==> src/rtl/mc8051_intc_pkg.sv <==
// Shared types and constants for the 8051 interrupt controller.
// Holds the handshake FSM encoding, the core-facing index width and the arbitration helper.
package mc8051_intc_pkg;

    localparam int unsigned INTC_SO_NUM_W = 8;
    localparam int unsigned INTC_MAX_SRC  = 32;

    typedef enum logic [0:0] {
        INTC_IDLE = 1'b0,
        INTC_REQ  = 1'b1
    } intc_state_e;

    // Index of the lowest set bit, 0 when the vector is empty.
    function automatic logic [INTC_SO_NUM_W-1:0] intc_lowest_idx(input logic [INTC_MAX_SRC-1:0] vec);
        logic [INTC_SO_NUM_W-1:0] idx;
        idx = '0;
        for (int i = int'(INTC_MAX_SRC) - 1; i >= 0; i--) begin
            if (vec[i]) idx = INTC_SO_NUM_W'(i);
        end
        return idx;
    endfunction

endpackage

==> src/rtl/mc8051_intc_sync.sv <==
// Per-source input synchroniser with rising-edge detect on the synchronised level.
// Resets to 0, so a source already high at reset release produces one edge.
module mc8051_intc_sync
    import mc8051_intc_pkg::*;
#(
    parameter int unsigned SYNC_STAGES = 2
) (
    input  logic clk,
    input  logic reset,
    input  logic i_irq,
    output logic o_level,
    output logic o_rise_c
);

    logic [SYNC_STAGES-1:0] r_sync;
    logic                   r_prev;

    always_ff @(posedge clk or posedge reset) begin
        if (reset) begin
            r_sync <= '0;
            r_prev <= 1'b0;
        end else begin
            r_sync <= {r_sync[SYNC_STAGES-2:0], i_irq};
            r_prev <= r_sync[SYNC_STAGES-1];
        end
    end

    assign o_level  = r_sync[SYNC_STAGES-1];
    assign o_rise_c = r_sync[SYNC_STAGES-1] & ~r_prev;

endmodule

==> src/rtl/mc8051_intc.sv <==
// 8051 interrupt controller: flag latching, two-level priority arbitration, core handshake, in-service tracking.
// Define MC8051_INTC_NEST_EN to let high-priority sources preempt a low-priority service routine.
module mc8051_intc
    import mc8051_intc_pkg::*;
#(
    parameter int unsigned N_SRC       = 5,
    parameter int unsigned SYNC_STAGES = 2
) (
    input  logic                     clk,
    input  logic                     reset,
    input  logic [N_SRC-1:0]         i_src_irq,
    input  logic                     i_ea,
    input  logic [N_SRC-1:0]         i_ie,
    input  logic [N_SRC-1:0]         i_ip,
    input  logic [N_SRC-1:0]         i_it,
    input  logic [N_SRC-1:0]         i_flag_clr,
    output logic [N_SRC-1:0]         o_pending,
    output logic                     o_int_req_n,
    input  logic                     i_int_ack_n,
    output logic [INTC_SO_NUM_W-1:0] o_int_so_num,
    input  logic                     i_int_reti,
    output logic [1:0]               o_isr_active
);

    logic [N_SRC-1:0]         w_level;
    logic [N_SRC-1:0]         w_rise;
    logic [N_SRC-1:0]         w_elig;
    logic [N_SRC-1:0]         w_elig_hi;
    logic [N_SRC-1:0]         w_win_sel;
    logic [N_SRC-1:0]         w_clr;
    logic [N_SRC-1:0]         w_pending_nxt;
    logic [INTC_SO_NUM_W-1:0] w_winner;
    logic [INTC_SO_NUM_W-1:0] w_so_num_nxt;
    logic [1:0]               w_isr_nxt;
    logic                     w_req_n_nxt;
    logic                     w_ack;
    intc_state_e              w_state_nxt;

    logic [N_SRC-1:0]         r_pending;
    logic [INTC_SO_NUM_W-1:0] r_so_num;
    logic [1:0]               r_isr;
    logic                     r_req_n;
    intc_state_e              r_state;

    for (genvar gi = 0; gi < N_SRC; gi++) begin : g_sync
        mc8051_intc_sync #(
            .SYNC_STAGES(SYNC_STAGES)
        ) u_sync (
            .clk      (clk),
            .reset    (reset),
            .i_irq    (i_src_irq[gi]),
            .o_level  (w_level[gi]),
            .o_rise_c (w_rise[gi])
        );
    end

    // Enabled pending sources, masked by whatever is currently in service.
    always_comb begin
        w_elig = r_pending & i_ie & {N_SRC{i_ea}};
`ifdef MC8051_INTC_NEST_EN
        if (r_isr[1])      w_elig = '0;
        else if (r_isr[0]) w_elig = w_elig & i_ip;
`else
        if (|r_isr)        w_elig = '0;
`endif
    end

    assign w_elig_hi = w_elig & i_ip;
    assign w_winner  = (|w_elig_hi) ? intc_lowest_idx(INTC_MAX_SRC'(w_elig_hi))
                                    : intc_lowest_idx(INTC_MAX_SRC'(w_elig));

    // One-hot view of the registered winner, avoids indexing with the 8-bit number.
    always_comb begin
        w_win_sel = '0;
        for (int i = 0; i < int'(N_SRC); i++) begin
            w_win_sel[i] = (r_so_num == INTC_SO_NUM_W'(i));
        end
    end

    always_comb begin
        w_state_nxt  = r_state;
        w_req_n_nxt  = r_req_n;
        w_so_num_nxt = r_so_num;
        w_ack        = 1'b0;
        case (r_state)
            INTC_IDLE: begin
                if (|w_elig) begin
                    w_state_nxt  = INTC_REQ;
                    w_req_n_nxt  = 1'b0;
                    w_so_num_nxt = w_winner;
                end
            end
            INTC_REQ: begin
                if (!i_int_ack_n) begin
                    w_ack       = 1'b1;
                    w_state_nxt = INTC_IDLE;
                    w_req_n_nxt = 1'b1;
                end else if (!(|(w_elig & w_win_sel))) begin
                    w_state_nxt = INTC_IDLE;
                    w_req_n_nxt = 1'b1;
                end
            end
            default: begin
                w_state_nxt = INTC_IDLE;
                w_req_n_nxt = 1'b1;
            end
        endcase
    end

    // Edge flags: a new edge outranks ack/software clear; level sources just follow the input.
    assign w_clr         = i_flag_clr | (w_ack ? w_win_sel : '0);
    assign w_pending_nxt = (i_it & (w_rise | (r_pending & ~w_clr))) | (~i_it & w_level);

    // RETI retires the highest active level before an ack in the same cycle marks a new one.
    always_comb begin
        w_isr_nxt = r_isr;
        if (i_int_reti) begin
            if (w_isr_nxt[1]) w_isr_nxt[1] = 1'b0;
            else              w_isr_nxt[0] = 1'b0;
        end
        if (w_ack) begin
`ifdef MC8051_INTC_NEST_EN
            if (|(i_ip & w_win_sel)) w_isr_nxt[1] = 1'b1;
            else                     w_isr_nxt[0] = 1'b1;
`else
            w_isr_nxt[0] = 1'b1;
`endif
        end
    end

    always_ff @(posedge clk or posedge reset) begin
        if (reset) begin
            r_state   <= INTC_IDLE;
            r_req_n   <= 1'b1;
            r_so_num  <= '0;
            r_pending <= '0;
            r_isr     <= '0;
        end else begin
            r_state   <= w_state_nxt;
            r_req_n   <= w_req_n_nxt;
            r_so_num  <= w_so_num_nxt;
            r_pending <= w_pending_nxt;
            r_isr     <= w_isr_nxt;
        end
    end

    assign o_pending    = r_pending;
    assign o_int_req_n  = r_req_n;
    assign o_int_so_num = r_so_num;
    assign o_isr_active = r_isr;

endmodule

==> config.mk <==
export PLATFORM = sky130hd
export DESIGN_NAME = mc8051_intc
export DESIGN_NICKNAME = d
export VERILOG_FILES = /design/src/rtl/mc8051_intc_pkg.sv /design/src/rtl/mc8051_intc_sync.sv /design/src/rtl/mc8051_intc.sv
export SDC_FILE = /design/constraint.sdc
export NUM_CORES = 1
export LEC_CHECK = 0
export BUFFER_PORTS_ARGS = -buffer_cell sky130_fd_sc_hd__clkbuf_2
export CAP_MARGIN = 15
export CORE_MARGIN = 2
export CORE_UTILIZATION = 47
export DETAILED_ROUTE_END_ITERATION = 8
export PLACE_DENSITY = 0.76
export SLEW_MARGIN = 10
export SYNTH_ARGS = -nofsm -noshare
export SYNTH_HDL_FRONTEND = slang
export SYNTH_SLANG_ARGS = --single-unit
==> constraint.sdc <==
create_clock -name clk -period 1.6 [get_ports clk]
set_input_delay 0.24 -clock clk [delete_from_list [all_inputs] [get_ports clk]]
set_output_delay 0.24 -clock clk [all_outputs]
set_load 0.02 [all_outputs]
# After elaboration in Yosys (flattened, before gate mapping)
# Index checks and enable logic that the tools add are counted.
dict set report op_classes {
  n_addsub 0
  multipliers 0
  div_mod_pow 0
  order_cmp 0
  n_eq_ne 6
  shift 0
  muxes 25
  bitwise_logic 23
  reduce_logical 7
}
# cell count
set ops {}
lappend ops {{8-bit 2-to-1 mux} 9}
lappend ops {{5-bit bitwise AND} 7}
lappend ops {{8-bit by 2-bit equality test with 1-bit output (second input constant)} 2}
lappend ops {{5-bit OR} 3}
lappend ops {{5-bit OR reduction} 3}
lappend ops {{1-bit 2-to-1 mux} 10}
lappend ops {{5-bit 2-to-1 mux} 2}
lappend ops {{5-bit inverter} 2}
lappend ops {{8-bit by 1-bit equality test with 1-bit output (second input constant)} 1}
lappend ops {{8-bit by 3-bit equality test with 1-bit output (second input constant)} 1}
lappend ops {{8-bit logical NOT} 1}
lappend ops {{3-bit 2-to-1 mux} 2}
lappend ops {{1-bit inverter} 6}
lappend ops {{1-bit bitwise AND} 5}
lappend ops {{1-bit one-hot mux with 2 select lines} 2}
lappend ops {{2-bit AND reduction} 2}
lappend ops {{3-bit inequality test (second input constant)} 1}
lappend ops {{2-bit inequality test (second input constant)} 1}
lappend ops {{2-bit nonzero test} 1}
dict set report totals {
  reg_bits 31
  latchBits 0
  ram_bits 0
  rom_bits 0
  input_bits 30
  out_inout_bits 16
  elab_cells 76
  n_memories 0
}

# Logic depth before layout (Yosys ltp)
dict set report logic_depth {
  ltp_word 10
  mapped_depth 6
  depth_no_buf 5
}

# Cells and area by module
# Synthesis repeated with hierarchy kept, for this count alone.
dict set report hier_totals {
  hier_cells 117
  area_unflattened_um2 1226.2
}
# mod n_inst cells_each area_per_inst_um2
set by_module_without_submodules {}
lappend by_module_without_submodules {mc8051_intc 1 92 763.2}
lappend by_module_without_submodules {mc8051_intc_sync 5 5 92.6}

# Worst setup path before layout
# Ideal clock, no wire load.
dict set report synth_path {
  path_kind {reg2reg}
  from {reg r_isr[0], in the netlist o_isr_active[0]}
  to {reg r_so_num[0], in the netlist o_int_so_num[0]}
  setup_time_ns 0.128
  t_arrival_ns 1.383
  required_time_ns 1.472
  path_slack_ns 0.090
  path_stages_with_launch 6
  synth_period_minus_slack_ns 1.510
  path_cell_list {dfrtp_1 -> nor2b_1 -> buf_6 -> nand3_1 -> a31o_1 -> mux2_1}
}
dict set report synth_between {
  elab_chain_cells 7
  elab_cells_between_ends 14
  cone_classes {mux: 10; bitwise: 1; reduce/logical: 3}
}
# item line_no
set synth_rtl {}
lappend synth_rtl {{start: declaration} mc8051_intc.sv:41} ;# logic [1:0] r_isr;
lappend synth_rtl {{start signal: assignment} mc8051_intc.sv:143} ;# r_isr <= w_isr_nxt;
lappend synth_rtl {{5-bit 2-to-1 mux *} mc8051_intc.sv:64} ;# if (|r_isr) w_elig = '0;
lappend synth_rtl {{5-bit bitwise AND} mc8051_intc.sv:68} ;# assign w_elig_hi = w_elig & i_ip;
lappend synth_rtl {{8-bit 2-to-1 mux (4 in series)} mc8051_intc_pkg.sv:18} ;# if (vec[i]) idx = INTC_SO_NUM_W'(i);
lappend synth_rtl {{8-bit 2-to-1 mux} mc8051_intc.sv:69} ;# assign w_winner = (|w_elig_hi) ? intc_lowest_idx(INTC_MAX_SRC'(w_elig_hi))
lappend synth_rtl {{end signal: assignment} mc8051_intc.sv:141} ;# r_so_num <= w_so_num_nxt;
lappend synth_rtl {{end: declaration} mc8051_intc.sv:40} ;# logic [INTC_SO_NUM_W-1:0] r_so_num;
# Mark *: on every way between the ends. The rest lies on a longest branch, timed or not.
# A chain may end at the register's enable or synchronous reset.

# Worst setup path in the final report
# Ends and elaborated chain as after synthesis.

==> results.json <==
{
  "cp-startpoint": "o_isr_active[0]",
  "fmax_mhz": 643.7,
  "final.min_clock_period_ns": 1.554,
  "dieArea_mm2": 0.002853,
  "ys_types": 34,
  "drive_gt1_frac": 0.3806,
  "cp.required_ns": 1.81,
  "ff2ff_setup_slack_ns": 0.05,
  "synthToLayoutAreaGrowth_pct": 31.08,
  "synth_edf_count": 0,
  "path_clk_slew_ns": 0.15,
  "drc": 0,
  "dp_cells": 173,
  "grt_overflow": 0,
  "max_cap_viol_count": 0,
  "seqCellArea_um2": 651.9,
  "yosysMostFrequentCell": "dfrtp_1",
  "synth_top_area_frac": 0.5453,
  "ant_nets": 0,
  "crit_fanout": 6,
  "vias_per_cell": 5.404,
  "fin_crit_sh": 0.9710,
  "yosysTopAreaCell": "dfrtp_1",
  "ys_top_cells_by_count": "dfrtp_1, nand2_1, buf_4",
  "fin_cells": 183,
  "critical_path_arrival_ns": 1.76,
  "cts_buffers": 3,
  "fp.dieH_um": 53.41,
  "grt_pass1_wl_um": 3746,
  "crit_end": "o_int_so_num[0]",
  "r2r-start": "o_isr_active[0]",
  "antenna_found_initial": 0,
  "clock_path_buffers": 2,
  "cts_tree": "built",
  "wl_um": 2588,
  "n_antenna_cell": 0,
  "setup_viol": 0,
  "synthTopCellsByArea": "dfrtp_1, nand2_1, buf_4",
  "drtIter0Drc": 22,
  "avgSynthCellArea_um2": 10.82,
  "synth-seq-cells": 26,
  "start_util": 0.5089,
  "min_path_type": "input pin to flip-flop",
  "num-nets-final": 186,
  "core_mm2": 0.002255,
  "gp_congestion": 0.8711,
  "fin_total_pwr_mw": 1.886,
  "total_leakage_power_nw": 0.7408,
  "htree_levels": 1,
  "io-pin-count": 46,
  "synth-seq-area-share": 0.5682,
  "crit_type": "flip-flop to flip-flop",
  "rows": 17,
  "fill_cells": 180,
  "yosys_warnings": 0,
  "timing.rr.end": "o_int_so_num[0]",
  "netlist_area_mm2": 0.001147,
  "hold_viol": 0,
  "cp-end-kind": "flip-flop",
  "syn_inst": 106,
  "clock-sinks": 26,
  "routedWlPerCell_um": 14.14,
  "rr_worst_depth": 5,
  "async_flop_share": 1.000,
  "skew_ns": 0.01052,
  "postLayoutCoreUtil": 0.6670,
  "cts_root_buffer": "clkbuf_4",
  "clk_latency_ns": 0.32,
  "grt_max_degree": 16,
  "slew_violations": 0,
  "grt_pass1_vias": 887,
  "synth-main-ff-cell": "dfrtp_1",
  "multi_input_area_um2": 479.2,
  "status": "finished, final reports clean",
  "vias": 989,
  "drtPass1Iterations": 4,
  "io_buffer_count": 39,
  "track_usage": 0.1861,
  "die_x_um": 53.41,
  "peakVddDrop_uv": 992.0,
  "start_kind": "flip-flop",
  "power.density_mw_per_mm2": 1254,
  "hpwl_um": 1920
}
==> worst min-delay path by stage <==
stage,from,cells after the start,to,slack (ns)
floorplan,i_src_irq[0],0,g_sync[0].u_sync.r_sync[0],0.27
global placement,reset,2,g_sync[4].u_sync.r_sync[0],0.25
detailed placement,reset,2,g_sync[4].u_sync.r_sync[1],0.26
CTS,i_src_irq[1],1,g_sync[1].u_sync.r_sync[0],0.01
global route,i_src_irq[0],1,g_sync[0].u_sync.r_sync[0],0.006
finish,i_src_irq[4],1,g_sync[4].u_sync.r_sync[0],0.02
==> sequential cells by signal, summed over array words and instances, names as in the netlist <==
signal,count
o_pending,5
o_int_req_n,1
g_sync.u_sync.r_sync,10
r_state,1
o_int_so_num,3
o_isr_active,1
g_sync.u_sync.r_prev,5
==> routing by layer <==
layer  up-vias  GRT usage  part of all wire
li1        472          -                 -
met1       459     0.2500              0.44
met2        52     0.2819              0.48
met3         6    0.02542             0.059
met4         0     0.1154             0.019
met5         -          0                 0
==> power by group <==
group          internal, mW  total [mW]  switching [mW]
logic                 0.238       0.548           0.310
registers             0.760       0.893           0.133
clock network         0.253       0.445           0.192
total                  1.25        1.89           0.635
==> cell usage in the layout, fill, tap and decap left out, types with 4 or more instances in the layout <==
cell and count:
inv_1 4, o21ai_0 4, dfrtp_1 25, buf_4 4, conb_1 6, nand2_1 20, clkbuf_2 39, dlygate4sd3_1 4
==> per-stage QoR <==
step	hold slack, ns	setup slack (ns)	cell area, um2	setup TNS [ns]
4_1_cts	0.01199	0.06524	1420	0
5_1_grt	0.006340	-0.02580	1504	-0.02580
3_3_place_gp	0.2453	0.1167	1358	0
6_report	0.02388	0.04647	1504	0
3_5_place_dp	0.2648	0.08410	1358	0
2_1_floorplan	0.2714	0.08979	1166	0
==> layout make-up <==
type                       count  area share
sequential                    26      0.4334
multi-input combinational     73      0.3186
timing repair buffer          48      0.1797
tap                           28     0.02329
clock inverter                 1     0.01997
clock buffer                   3     0.01498
inverter                       4    0.009983
==> critical path, cell delays in order, from the launching register on <==
cell,delay [ns]
dfrtp_1,0.45
nor2b_2,0.15
buf_4,0.15
nand3_1,0.12
a31o_4,0.27
mux2_1,0.30
==> timing repair <==
item	4_1_cts	5_1_grt
gates resized for setup	0	9
endpoints found under the hold margin	11	3
hold buffers	1	3
buffers inserted	0	1
endpoints found under the setup margin	0	2
==> cells by family (layout without fill, tap and decap cells) <==
| logic type | after synthesis | in the layout | synth area share |
|---|---|---|---|
| other cells | 1 | 6 | 0.003268 |
| flops | 26 | 26 | 0.5682 |
| compound gates | 26 | 26 | 0.1690 |
| mux | 2 | 2 | 0.01854 |
| simple gates | 39 | 39 | 0.1745 |
| buf+inv | 12 | 56 | 0.06651 |
(Power assumes the default switching activity.)
